$ cat src/rtl/bnn_seq_ctrl.sv
// Program sequencer for the BNN core: fetches 16-bit instructions, runs scalar ops on a
// local register file and hands core ops to the datapath over a valid/ready handshake.
module bnn_seq_ctrl #(
    parameter int PC_W   = 10,
    parameter int NREG   = 4,
    parameter int LOOP_W = 8
) (
    input  logic            clk,
    input  logic            rst,
    input  logic            start,
    input  logic [PC_W-1:0] start_pc,
    output logic            imem_en,
    output logic [PC_W-1:0] imem_addr,
    input  logic [15:0]     imem_data,
    output logic            cmd_valid,
    input  logic            cmd_ready,
    output logic [4:0]      cmd_op,
    output logic [10:0]     cmd_arg,
    output logic            busy,
    output logic            done,
    output logic            err,
    output logic            flag
);

    typedef enum logic [2:0] {
        S_IDLE  = 3'd0,
        S_FETCH = 3'd1,
        S_EXEC  = 3'd2,
        S_ISSUE = 3'd3,
        S_DONE  = 3'd4
    } state_t;

    state_t          state;
    logic [PC_W-1:0] pc;
    // Sized for the widest index field; entries at or above NREG are never written.
    logic [15:0]     regs [8];

    logic [4:0]      op_s;
    logic [2:0]      ri_s;
    logic [7:0]      imm_s;
    logic            reg_ok_s;
    logic [15:0]     rv_s;
    logic [15:0]     dec_s;
    logic [PC_W-1:0] pc_inc_s;
    logic [PC_W-1:0] exec_pc_s;
    logic            wr_en_s;
    logic [15:0]     wr_val_s;
    logic            flag_nxt_s;
    logic            err_set_s;
    logic            is_core_s;
    logic            is_halt_s;

    // Decode the instruction presented in EXEC and compute its effects.
    always_comb begin
        op_s       = imem_data[15:11];
        ri_s       = imem_data[10:8];
        imm_s      = imem_data[7:0];
        reg_ok_s   = ({1'b0, ri_s} < 4'(NREG));
        rv_s       = regs[ri_s];
        dec_s      = rv_s - 16'd1;
        pc_inc_s   = pc + PC_W'(1);
        exec_pc_s  = pc_inc_s;
        wr_en_s    = 1'b0;
        wr_val_s   = rv_s;
        flag_nxt_s = flag;
        err_set_s  = 1'b0;
        is_core_s  = 1'b0;
        is_halt_s  = 1'b0;
        case (op_s)
            5'b00000: begin
                exec_pc_s = pc_inc_s;
            end
            5'b00001: begin
                wr_en_s   = reg_ok_s;
                wr_val_s  = {rv_s[15:8], imm_s};
                err_set_s = !reg_ok_s;
            end
            5'b00010: begin
                wr_en_s   = reg_ok_s;
                wr_val_s  = {imm_s, rv_s[7:0]};
                err_set_s = !reg_ok_s;
            end
            5'b00100: begin
                wr_en_s   = reg_ok_s;
                wr_val_s  = rv_s + {{8{imm_s[7]}}, imm_s};
                err_set_s = !reg_ok_s;
            end
            5'b00101: begin
                if (reg_ok_s) begin
                    flag_nxt_s = (rv_s > {8'h00, imm_s});
                end else begin
                    err_set_s = 1'b1;
                end
            end
            5'b00110: begin
                if (flag) begin
                    exec_pc_s = pc - PC_W'(imem_data[10:0]);
                end else begin
                    exec_pc_s = pc_inc_s;
                end
            end
            5'b01110: begin
                if (reg_ok_s) begin
                    wr_en_s  = 1'b1;
                    wr_val_s = dec_s;
                    // A zero counter wraps to 0xFFFF and therefore loops again.
                    if (dec_s != 16'd0) begin
                        exec_pc_s = pc - PC_W'(imem_data[LOOP_W-1:0]);
                    end else begin
                        exec_pc_s = pc_inc_s;
                    end
                end else begin
                    err_set_s = 1'b1;
                end
            end
            5'b01111: begin
                is_halt_s = 1'b1;
                exec_pc_s = pc;
            end
            5'b00011, 5'b00111, 5'b01000, 5'b01001,
            5'b01010, 5'b01011, 5'b01100, 5'b01101: begin
                is_core_s = 1'b1;
                exec_pc_s = pc;
            end
            default: begin
                err_set_s = 1'b1;
            end
        endcase
    end

    // Sequencer state machine with registered outputs and register file.
    always_ff @(posedge clk) begin
        if (rst) begin
            state     <= S_IDLE;
            pc        <= '0;
            imem_en   <= 1'b0;
            imem_addr <= '0;
            cmd_valid <= 1'b0;
            cmd_op    <= 5'd0;
            cmd_arg   <= 11'd0;
            busy      <= 1'b0;
            done      <= 1'b0;
            err       <= 1'b0;
            flag      <= 1'b0;
            for (int k = 0; k < 8; k++) begin
                regs[k] <= 16'h0000;
            end
        end else begin
            imem_en <= 1'b0;
            done    <= 1'b0;
            case (state)
                S_IDLE: begin
                    if (start) begin
                        state     <= S_FETCH;
                        pc        <= start_pc;
                        imem_en   <= 1'b1;
                        imem_addr <= start_pc;
                        err       <= 1'b0;
                        busy      <= 1'b1;
                    end else begin
                        busy <= 1'b0;
                    end
                end
                S_FETCH: begin
                    state <= S_EXEC;
                end
                S_EXEC: begin
                    if (wr_en_s) begin
                        regs[ri_s] <= wr_val_s;
                    end else begin
                        regs[ri_s] <= regs[ri_s];
                    end
                    flag <= flag_nxt_s;
                    err  <= err | err_set_s;
                    pc   <= exec_pc_s;
                    if (is_halt_s) begin
                        state <= S_DONE;
                        done  <= 1'b1;
                    end else if (is_core_s) begin
                        state     <= S_ISSUE;
                        cmd_valid <= 1'b1;
                        cmd_op    <= op_s;
                        cmd_arg   <= imem_data[10:0];
                    end else begin
                        state     <= S_FETCH;
                        imem_en   <= 1'b1;
                        imem_addr <= exec_pc_s;
                    end
                end
                S_ISSUE: begin
                    if (cmd_valid && cmd_ready) begin
                        state     <= S_FETCH;
                        cmd_valid <= 1'b0;
                        pc        <= pc_inc_s;
                        imem_en   <= 1'b1;
                        imem_addr <= pc_inc_s;
                    end else begin
                        state <= S_ISSUE;
                    end
                end
                S_DONE: begin
                    state <= S_IDLE;
                    busy  <= 1'b0;
                end
                default: begin
                    state     <= S_IDLE;
                    busy      <= 1'b0;
                    cmd_valid <= 1'b0;
                end
            endcase
        end
    end

endmodule

$ cat config.mk
export PLATFORM = sky130hd
export DESIGN_NAME = bnn_seq_ctrl
export DESIGN_NICKNAME = d
export VERILOG_FILES = /design/src/rtl/bnn_seq_ctrl.sv
export SDC_FILE = /design/constraint.sdc
export NUM_CORES = 1
export LEC_CHECK = 0
export ABC_AREA = 1
export BUFFER_PORTS_ARGS = -buffer_cell sky130_fd_sc_hd__buf_2
export CORE_MARGIN = 2
export CORE_UTILIZATION = 52
export DETAILED_ROUTE_END_ITERATION = 7
export PLACE_DENSITY = 0.73
export SETUP_SLACK_MARGIN = 0.02
export SYNTH_ARGS = -nofsm -noshare
export SYNTH_HDL_FRONTEND = slang
export SYNTH_SLANG_ARGS = --single-unit
$ cat constraint.sdc
create_clock -name clk -period 3.96 [get_ports clk]
set_input_delay 0.792 -clock clk [delete_from_list [all_inputs] [get_ports clk]]
set_output_delay 0.792 -clock clk [all_outputs]
set_load 0.02 [all_outputs]
==> results by group, run 1 <==
Worst setup path
  • CP max stage cell: fa_1
  • Reg-to-Reg Start: regs[4][0]
  • Startpoint types: input port
  • Launch point of the worst path: imem_data[8]
  • Maximum fanout along the worst path: 20
  • Critical path, cell by cell: buf_2 -> buf_4 -> nor2_1 -> nand2_1 -> nand2_1 -> nor2_1 -> nand2_2 -> ha_1 -> fa_1 -> a31oi_2 -> inv_1 -> nand4_1 -> nand3_1 -> nand2_1 -> nand2_1 -> a21oi_1 -> nand2_1 -> nand2_1 -> o221ai_1 -> o21ai_1 -> buf_4 -> nor2_1
  • Reg2reg end: regs[5][14]
  • Arrival time of the worst setup path: 3.87 ns
  • Crit path to: regs[5][14]
  • Worst path max stage delay: 0.42 ns
  • Worst endpoint required time: 4.15 ns
  • Worst setup EP type: register
  • Reg2reg path depth: 21
  • Kind of critical path: in -> reg
  • CP most frequent cell: nand2_1
  • R2r setup slk: 0.64 ns

Synthesis
  • Synth Register Bits: 173
  • Synth warnings: 0
  • Post-Syn Area: 11200 µm²
  • Count of different cell masters after synthesis: 48
  • Syn nets: 1580
  • Top post-synthesis cells by area: edfxtp_1 34%, nand2_1 12%, dfxtp_1 8.1%, inv_1 7.6%, nor2_1 6.3%
  • Post-Syn Instances: 1508
  • Post-synth top area share: 34.4%
  • Part of the Yosys area used for sequential elements: 42.5%
  • Mean Syn Cell Area: 7.41 µm²
  • Async set or reset register ratio after synthesis: 0%
  • Post-synth EDFFs: 128
  • Ys flop type: edfxtp_1
  • Post-synth top area cell: edfxtp_1

Route
  • Routed WL per cell: 16.4 µm
  • Drt initial violations: 1023
  • # DRC: 0
  • Antenna viol nets, final: 0
  • Final WL: 31.9 mm
  • Drt pass-1 iters: 5
  • Vias per cell: 5.50
  • Via count: 10700

Layout
  • Share of layout cells above drive strength 1: 15.5%
  • Util after Layout: 62.2%
  • Layout Nets: 1726
  • Diode count: 0
  • Layout area overhead: 17.4%
  • Fillers: 1910
  • Most frequent cells in the layout: 370 x nand2_1, 227 x inv_1, 188 x nor2_1, 138 x nand3_1, 128 x edfxtp_1
  • Most common cell after layout, fill and taps aside: nand2_1

Die
  • Die W: 151 µm
  • DIE AREA: 22700 µm²
  • IO Pins: 62
  • Chip height: 151 µm
  • Initial Utilization: 53.0%
  • Row cnt: 53
  • CORE AREA: 21100 µm²

GRT
  • Initial antenna violation count: 0
  • Vias in the first global route: 9821
  • Largest net degree at the start of global routing: 31
  • Global-route wire length before repair: 50.5 mm
  • Gr usage total: 28.6%
  • GRT Residual Overflow: 0

Placement
  • Post-Place Setup Slack: -0.0470 ns
  • Final Wtd Congestion: 0.957
  • IO Port Bufs: 61
  • Hpwl dp: 23.4 mm

Timing
  • Total Neg Setup Slack: 0 ns
  • Post-route setup slack: 0.275 ns
  • Final hold violation count: 0
  • Unrepaired setup endpoints after global routing: no
  • Clk_skew: 0.0129 ns
  • Final Critical Period: 3.69 ns
  • F_max: 271 MHz
  • Worst-Margin Slew: 0.864 ns
  • Fin. max-slew vios: 0
  • Setup violators final: 0
  • Final worst path period share: 93.1%
  • Rel. slew slack: 42.2%

Run status
  • Status: completed

Clock network
  • Cts bufs inserted: 17
  • CTS HTree Levels: 4
  • # hold bufs at CTS: 0
  • Clk sinks: 173
  • Clk slew on worst S/H paths: 0.07 ns
  • Later-pin clock latency in the skew report: 0.45 ns
  • CTS tree: done
  • CTS Buffer Depth: 2
  • Clock Tree Root: clkbuf_16

Min path
  • Hold Path Class: reg -> reg

Power
  • Leakage: 6.38 nW
  • Design Power: 5.23 mW
  • Max VDD drop: 0.346 mV
  • Pwr/cell area: 399 nW/µm²

Flow run
  • Max Cap Viol: 0
==> per-stage QoR <==
step                std cells  instance area (µm²)  hold WS [ns]
floorplan                1508                11200         0.516
global placement         1910                12500         0.429
detailed placement       1910                12500         0.442
CTS                      1942                13100         0.455
global route             1942                13100         0.497
finish                   1942                13100         0.447
==> how the worst min path moves through the flow <==
stage / startpoint / end / slack (ns) / depth (start not counted)
CTS: cmd_op[4] / cmd_op[4] / 0.46 / 2
finish: cmd_op[4] / cmd_op[4] / 0.45 / 2
floorplan: cmd_op[4] / cmd_op[4] / 0.52 / 2
detailed placement: cmd_op[4] / cmd_op[4] / 0.44 / 2
global placement: cmd_op[4] / cmd_op[4] / 0.43 / 2
global route: cmd_op[4] / cmd_op[4] / 0.50 / 2
==> critical path: cells and delay by family <==
kind                     cells  cell delay, ns
AND/OR/NAND/NOR             12            1.05
buffers and inverters        4            0.72
adder cells (fa/ha/maj)      2            0.68
AO/OA/AOI/OAI                4            0.63
==> cells in the mapped netlist (4+ instances only) <==
master      n
nand2_2     8
or2_1       5
ha_1       40
nor3_1     13
buf_2      11
inv_2       8
edfxtp_1  128
nand2_1   370
inv_1     227
buf_4       5
o211ai_1    7
nor2_1    189
clkbuf_1   28
a211oi_1    9
dfxtp_1    45
nor2_2     14
o21ai_0    72
a31oi_1     5
a221oi_1   10
nor2_4      9
o21ai_1     8
a22oi_1     7
xor2_1     15
o221ai_1   10
o21a_1      4
nand4_1    16
buf_6       5
a21oi_1    67
nand3_1   138
o21bai_1    4
==> state kept, by name, indices dropped and copies added (netlist names) <==
register / cells
regs: 128
cmd_arg: 11
imem_addr: 10
pc: 10
cmd_op: 5
state: 3
busy: 1
cmd_valid: 1
done: 1
err: 1
flag: 1
imem_en: 1
==> layer usage <==
metal  global-route usage, %  share of wire [%]
met4                    11.4                3.5
met5                       0                  0
met1                    37.8                 42
met2                    46.9                 47
met3                    4.85                7.2
==> what timing repair did <==
item                                   in CTS  in global routing
buffers inserted                            0                  0
endpoints found under the hold margin       0                  0
gates resized for setup                     0                  2
setup endpoints to repair                   0                  8
==> power breakdown <==
part	total, mW	internal [mW]	switching [mW]
Clock	1.77	0.916	0.855
Combinational	1.35	0.489	0.865
Sequential	2.10	2.04	0.0624
==> cell type report <==
cell class,instances,area (µm²),area share (%)
multi-input combinational,1046,5280,40.3
tap,275,344,2.62
clock inverter,15,186,1.42
timing repair buffer,178,1230,9.41
clock buffer,17,425,3.24
inverter,238,898,6.85
sequential,173,4740,36.2
==> cell families after synthesis <==
logic type,count (synthesis),share of synthesized area (%)
buf+inv,289,10.4
flops,173,42.5
xor+xnor,18,1.41
fa+ha+maj,42,4.84
simple gates,772,29.5
compound gates,214,11.4
Note: power is estimated with default switching activity, not from simulation.
==> inputs of run 2 (changes only) <==
--- a/config.mk
+++ b/config.mk
@@ -5,7 +5,7 @@
 export SDC_FILE = /design/constraint.sdc
 export NUM_CORES = 1
 export LEC_CHECK = 0
-export ABC_AREA = 1
+export ABC_AREA = 0
 export BUFFER_PORTS_ARGS = -buffer_cell sky130_fd_sc_hd__buf_2
 export CORE_MARGIN = 2
 export CORE_UTILIZATION = 52
==> constraint.sdc (replaced) <==
create_clock -name clk -period 3.95 [get_ports clk]
set_input_delay 0.79 -clock clk [delete_from_list [all_inputs] [get_ports clk]]
set_output_delay 0.79 -clock clk [all_outputs]
set_load 0.02 [all_outputs]
==> run 2 against run 1 <==
  * Non-clock buffer count rose by 40
  * Cell count fell by 19%
  * Via count fell by 9.3%
  * Largest power group unchanged
  * Highest routed layer unchanged
==> results by group, run 2 <==
Run status
  • Status: completed

Worst setup path
  • Kind of critical path: in -> reg
  • Worst path top cell family by delay: compound AO/OA/AOI/OAI gates
  • CP max stage cell: mux4_2
  • Critical path, cell by cell: buf_12 -> buf_6 -> mux4_2 -> mux2i_4 -> inv_4 -> ha_4 -> nand2b_4 -> a21oi_2 -> o21bai_1 -> a21oi_2 -> o21ai_2 -> a211o_1 -> a21oi_2 -> o211ai_1 -> and4_1 -> o32ai_4 -> nor2_1
  • CP bufs+invs: 3 (-1)
  • WP depth: 17 (-23%)
  • Reg2reg path depth: 17 (-19%)
  • Maximum fanout along the worst path: 8 (-60%)
  • Startpoint types: input port
  • Arrival time of the worst setup path: 4.03 ns (+0.16 ns)
  • Worst path max stage delay: 0.53 ns (+0.11 ns)
  • CP most frequent cell: a21oi_2
  • Worst endpoint required time: 4.13 ns (-0.02 ns)
  • Worst setup EP type: register

Clock network
  • Clk sinks: 173 (unchanged)
  • Cts bufs inserted: 17 (unchanged)
  • CTS Buffer Depth: 2 (unchanged)
  • Clock Tree Root: clkbuf_16
  • # hold bufs at CTS: 0 (unchanged)
  • CTS HTree Levels: 4 (unchanged)
  • Clk slew on worst S/H paths: 0.08 ns (about the same)
  • CTS tree: done
  • Later-pin clock latency in the skew report: 0.44 ns (about the same)

Timing
  • Post-route setup slack: 0.0981 ns (-0.177 ns)
  • Fin. max-slew vios: 0 (unchanged)
  • Setup violators final: 0 (unchanged)
  • Final Critical Period: 3.85 ns
  • Final hold violation count: 0 (unchanged)
  • F_max: 260 MHz
  • Rel. slew slack: 31.9% (-10 points)
  • Clk_skew: 0.0186 ns (+0.00568 ns)
  • Worst-Margin Slew: 1.02 ns (+0.156 ns)
  • Final worst path period share: 97.5%
  • Unrepaired setup endpoints after global routing: yes
  • Final hold slack: 0.453 ns (+0.00638 ns)

Route
  • Antenna viol nets, final: 0 (unchanged)
  • Final WL: 32.8 mm (+2.8%)
  • Drt pass-1 iters: 8 (+3)
  • # DRC: 0 (unchanged)
  • Via count: 9677 (-9.3%)
  • Vias per cell: 6.17 (+12%)
  • Drt initial violations: 1064 (+4.0%)
  • Routed WL per cell: 20.9 µm (+27%)

Min path
  • Min-Delay Path Depth: 2 (unchanged)
  • Hold Path Class: reg -> reg

Layout
  • Final std cells w/o fill: 1569 (-19%)
  • Biggest register: regs
  • Sequential cell area: 4740 µm² (unchanged)
  • Fillers: 1654 (-13%)
  • Multi-input combinational cell area: 5860 µm² (+11%)
  • Share of layout cells above drive strength 1: 27.3% (+12 points)
  • Layout Nets: 1358 (-21%)
  • Diode count: 0 (unchanged)
  • Most frequent cells in the layout: 190 x nor2_1, 145 x buf_4, 128 x edfxtp_1, 106 x nand2_1, 62 x a21oi_1
  • Largest registers: regs x128, cmd_arg x11
  • Largest register FFs: 128 (unchanged)
  • Util after Layout: 65.7% (+3.5 points)
  • Most common cell after layout, fill and taps aside: nor2_1
  • Layout area overhead: 24.1%
  • Post-route cell area: 13300 µm² (+1.3%)

GRT
  • Gr usage total: 30.2% (+1.6 points)
  • Vias in the first global route: 9371 (-4.6%)
  • Global-route wire length before repair: 50.6 mm (about the same)
  • Initial antenna violation count: 0 (unchanged)
  • GRT Residual Overflow: 0 (unchanged)
  • Largest net degree at the start of global routing: 46 (+48%)

Die
  • DIE AREA: 21800 µm² (-4.0%)
  • Row cnt: 52 (-1.9%)
  • Chip height: 148 µm (-2.0%)
  • CORE AREA: 20200 µm² (-4.0%)
  • IO Pins: 62 (unchanged)
  • Die W: 148 µm (-2.0%)
  • Initial Utilization: 52.9% (-0.053 points)

Synthesis
  • Count of different cell masters after synthesis: 89 (+85%)
  • Post-Syn Area: 10700 µm² (-4.1%)
  • Synth Register Bits: 173 (unchanged)
  • Post-synth top area share: 35.9% (+1.5 points)
  • Post-synth EDFFs: 128 (unchanged)
  • Top post-synthesis cells by area: edfxtp_1 36%, dfxtp_1 8.4%, nor2_1 6.7%, ha_1 4.7%, nand2_1 3.7%
  • Syn nets: 1183 (-25%)
  • Async set or reset register ratio after synthesis: 0% (unchanged)
  • Commonest cells post-synth: 190 x nor2_1, 128 x edfxtp_1, 106 x nand2_1
  • Ys flop type: edfxtp_1
  • Part of the Yosys area used for sequential elements: 44.3% (+1.8 points)
  • Most common cell in the synthesized netlist: nor2_1
  • Mean Syn Cell Area: 9.64 µm² (+30%)
  • Synth warnings: 0 (unchanged)
  • Post-synth top area cell: edfxtp_1
  • Post-Syn Instances: 1111 (-26%)

Power
  • Max VDD drop: 0.278 mV (-20%)
  • Pwr/cell area: 372 nW/µm² (-6.6%)
  • Leakage: 5.22 nW (-18%)

Placement
  • Hpwl dp: 23.5 mm (+0.43%)
  • DP Area: 12400 µm² (-0.64%)
  • Post-Place Setup Slack: -0.593 ns (-0.546 ns)
  • IO Port Bufs: 61 (unchanged)
  • Cells after DPL: 1528 (-20%)
  • Final Wtd Congestion: 0.923 (-3.6%)

Flow run
  • Max Cap Viol: 0 (unchanged)
run 2: changes by cell type in the layout (fill, tap and decap cells not counted), moves of 15 or more:
cell and delta:
buf_4 +32, inv_1 -197, mux2i_1 +21, mux4_2 +17, nand2_1 -264, nand2b_1 +24
nand3_1 -115, nor2_2 -15, o21ai_0 -32
run 2: layout make-up:
cell class / instances / share of cell area, %
timing repair buffer: 218 / 12.1
clock buffer: 18 / 3.23
tap: 270 / 2.54
multi-input combinational: 838 / 44.1
sequential: 173 / 35.7
clock inverter: 14 / 1.21
inverter: 38 / 1.11
run 2: cells by family after synthesis:
| kind of cell | synth area share [%] |
|---|---|
| xor gates and xnor gates | 2.70 |
| buffers and inverters | 4.04 |
| AOI/OAI and AO/OA | 17.3 |
| adders and majority gates | 5.05 |
| and+or+nand+nor | 19.3 |
| muxes | 7.25 |
| DFF | 44.3 |
run 2: worst register-to-register path, cell delays in order (launching register included):
cell and delay [ns]:
edfxtp_1 0.37, mux2_4 0.29, a221oi_2 0.27, o21a_2 0.25
inv_2 0.08, ha_4 0.17, fa_2 0.37, nand2b_4 0.08
a21oi_2 0.06, o21bai_1 0.15, a21oi_2 0.09, o21ai_2 0.15
a211o_1 0.18, a21oi_2 0.08, o211ai_1 0.24, a211oi_2 0.13
o32ai_4 0.39, nor2_1 0.08
run 2: repair_timing:
| action | 4_1_cts | 5_1_grt |
|---|---|---|
| resized for setup | 9 | 36 |
| endpoints found under the setup margin | 42 | 75 |
| setup buffers | 3 | 6 |
| pin swaps | 6 | 24 |
run 2: path summary, 6_finish.rpt:
check | slack (ns) | endpoint | startpoint
setup / recovery | 0.1 | regs[1][14] | imem_data[8]
hold / removal | 0.45 | imem_addr[5] | imem_addr[5]
setup reg to reg | 0.26 | regs[1][14] | regs[6][0]
hold reg to reg | 0.45 | imem_addr[5] | imem_addr[5]
run 2: layer usage:
metal | wire, µm | global-route usage, % | share of wire (%)
met1 | 13000 | 39.5 | 40
met2 | 15600 | 48.9 | 47
met3 | 2850 | 5.77 | 8.7
met4 | 1340 | 13.4 | 4.1
met5 | 0 | 0 | 0
run 2: metrics by stage:
stage	total power [mW]	TNS (ns)
after floorplan	2.77	-1.38
after detailed placement	3.20	-35.80
after CTS	4.89	0
after global placement	3.18	-29.61
final	4.95	0
after global routing	5.13	-0.0377
run 2: power breakdown:
part	total, mW	switching, mW	internal (mW)	leakage [nW]
logic	1.17	0.661	0.513	3.24
registers	2.07	0.0544	2.02	1.69
clock network	1.70	0.848	0.856	0.287
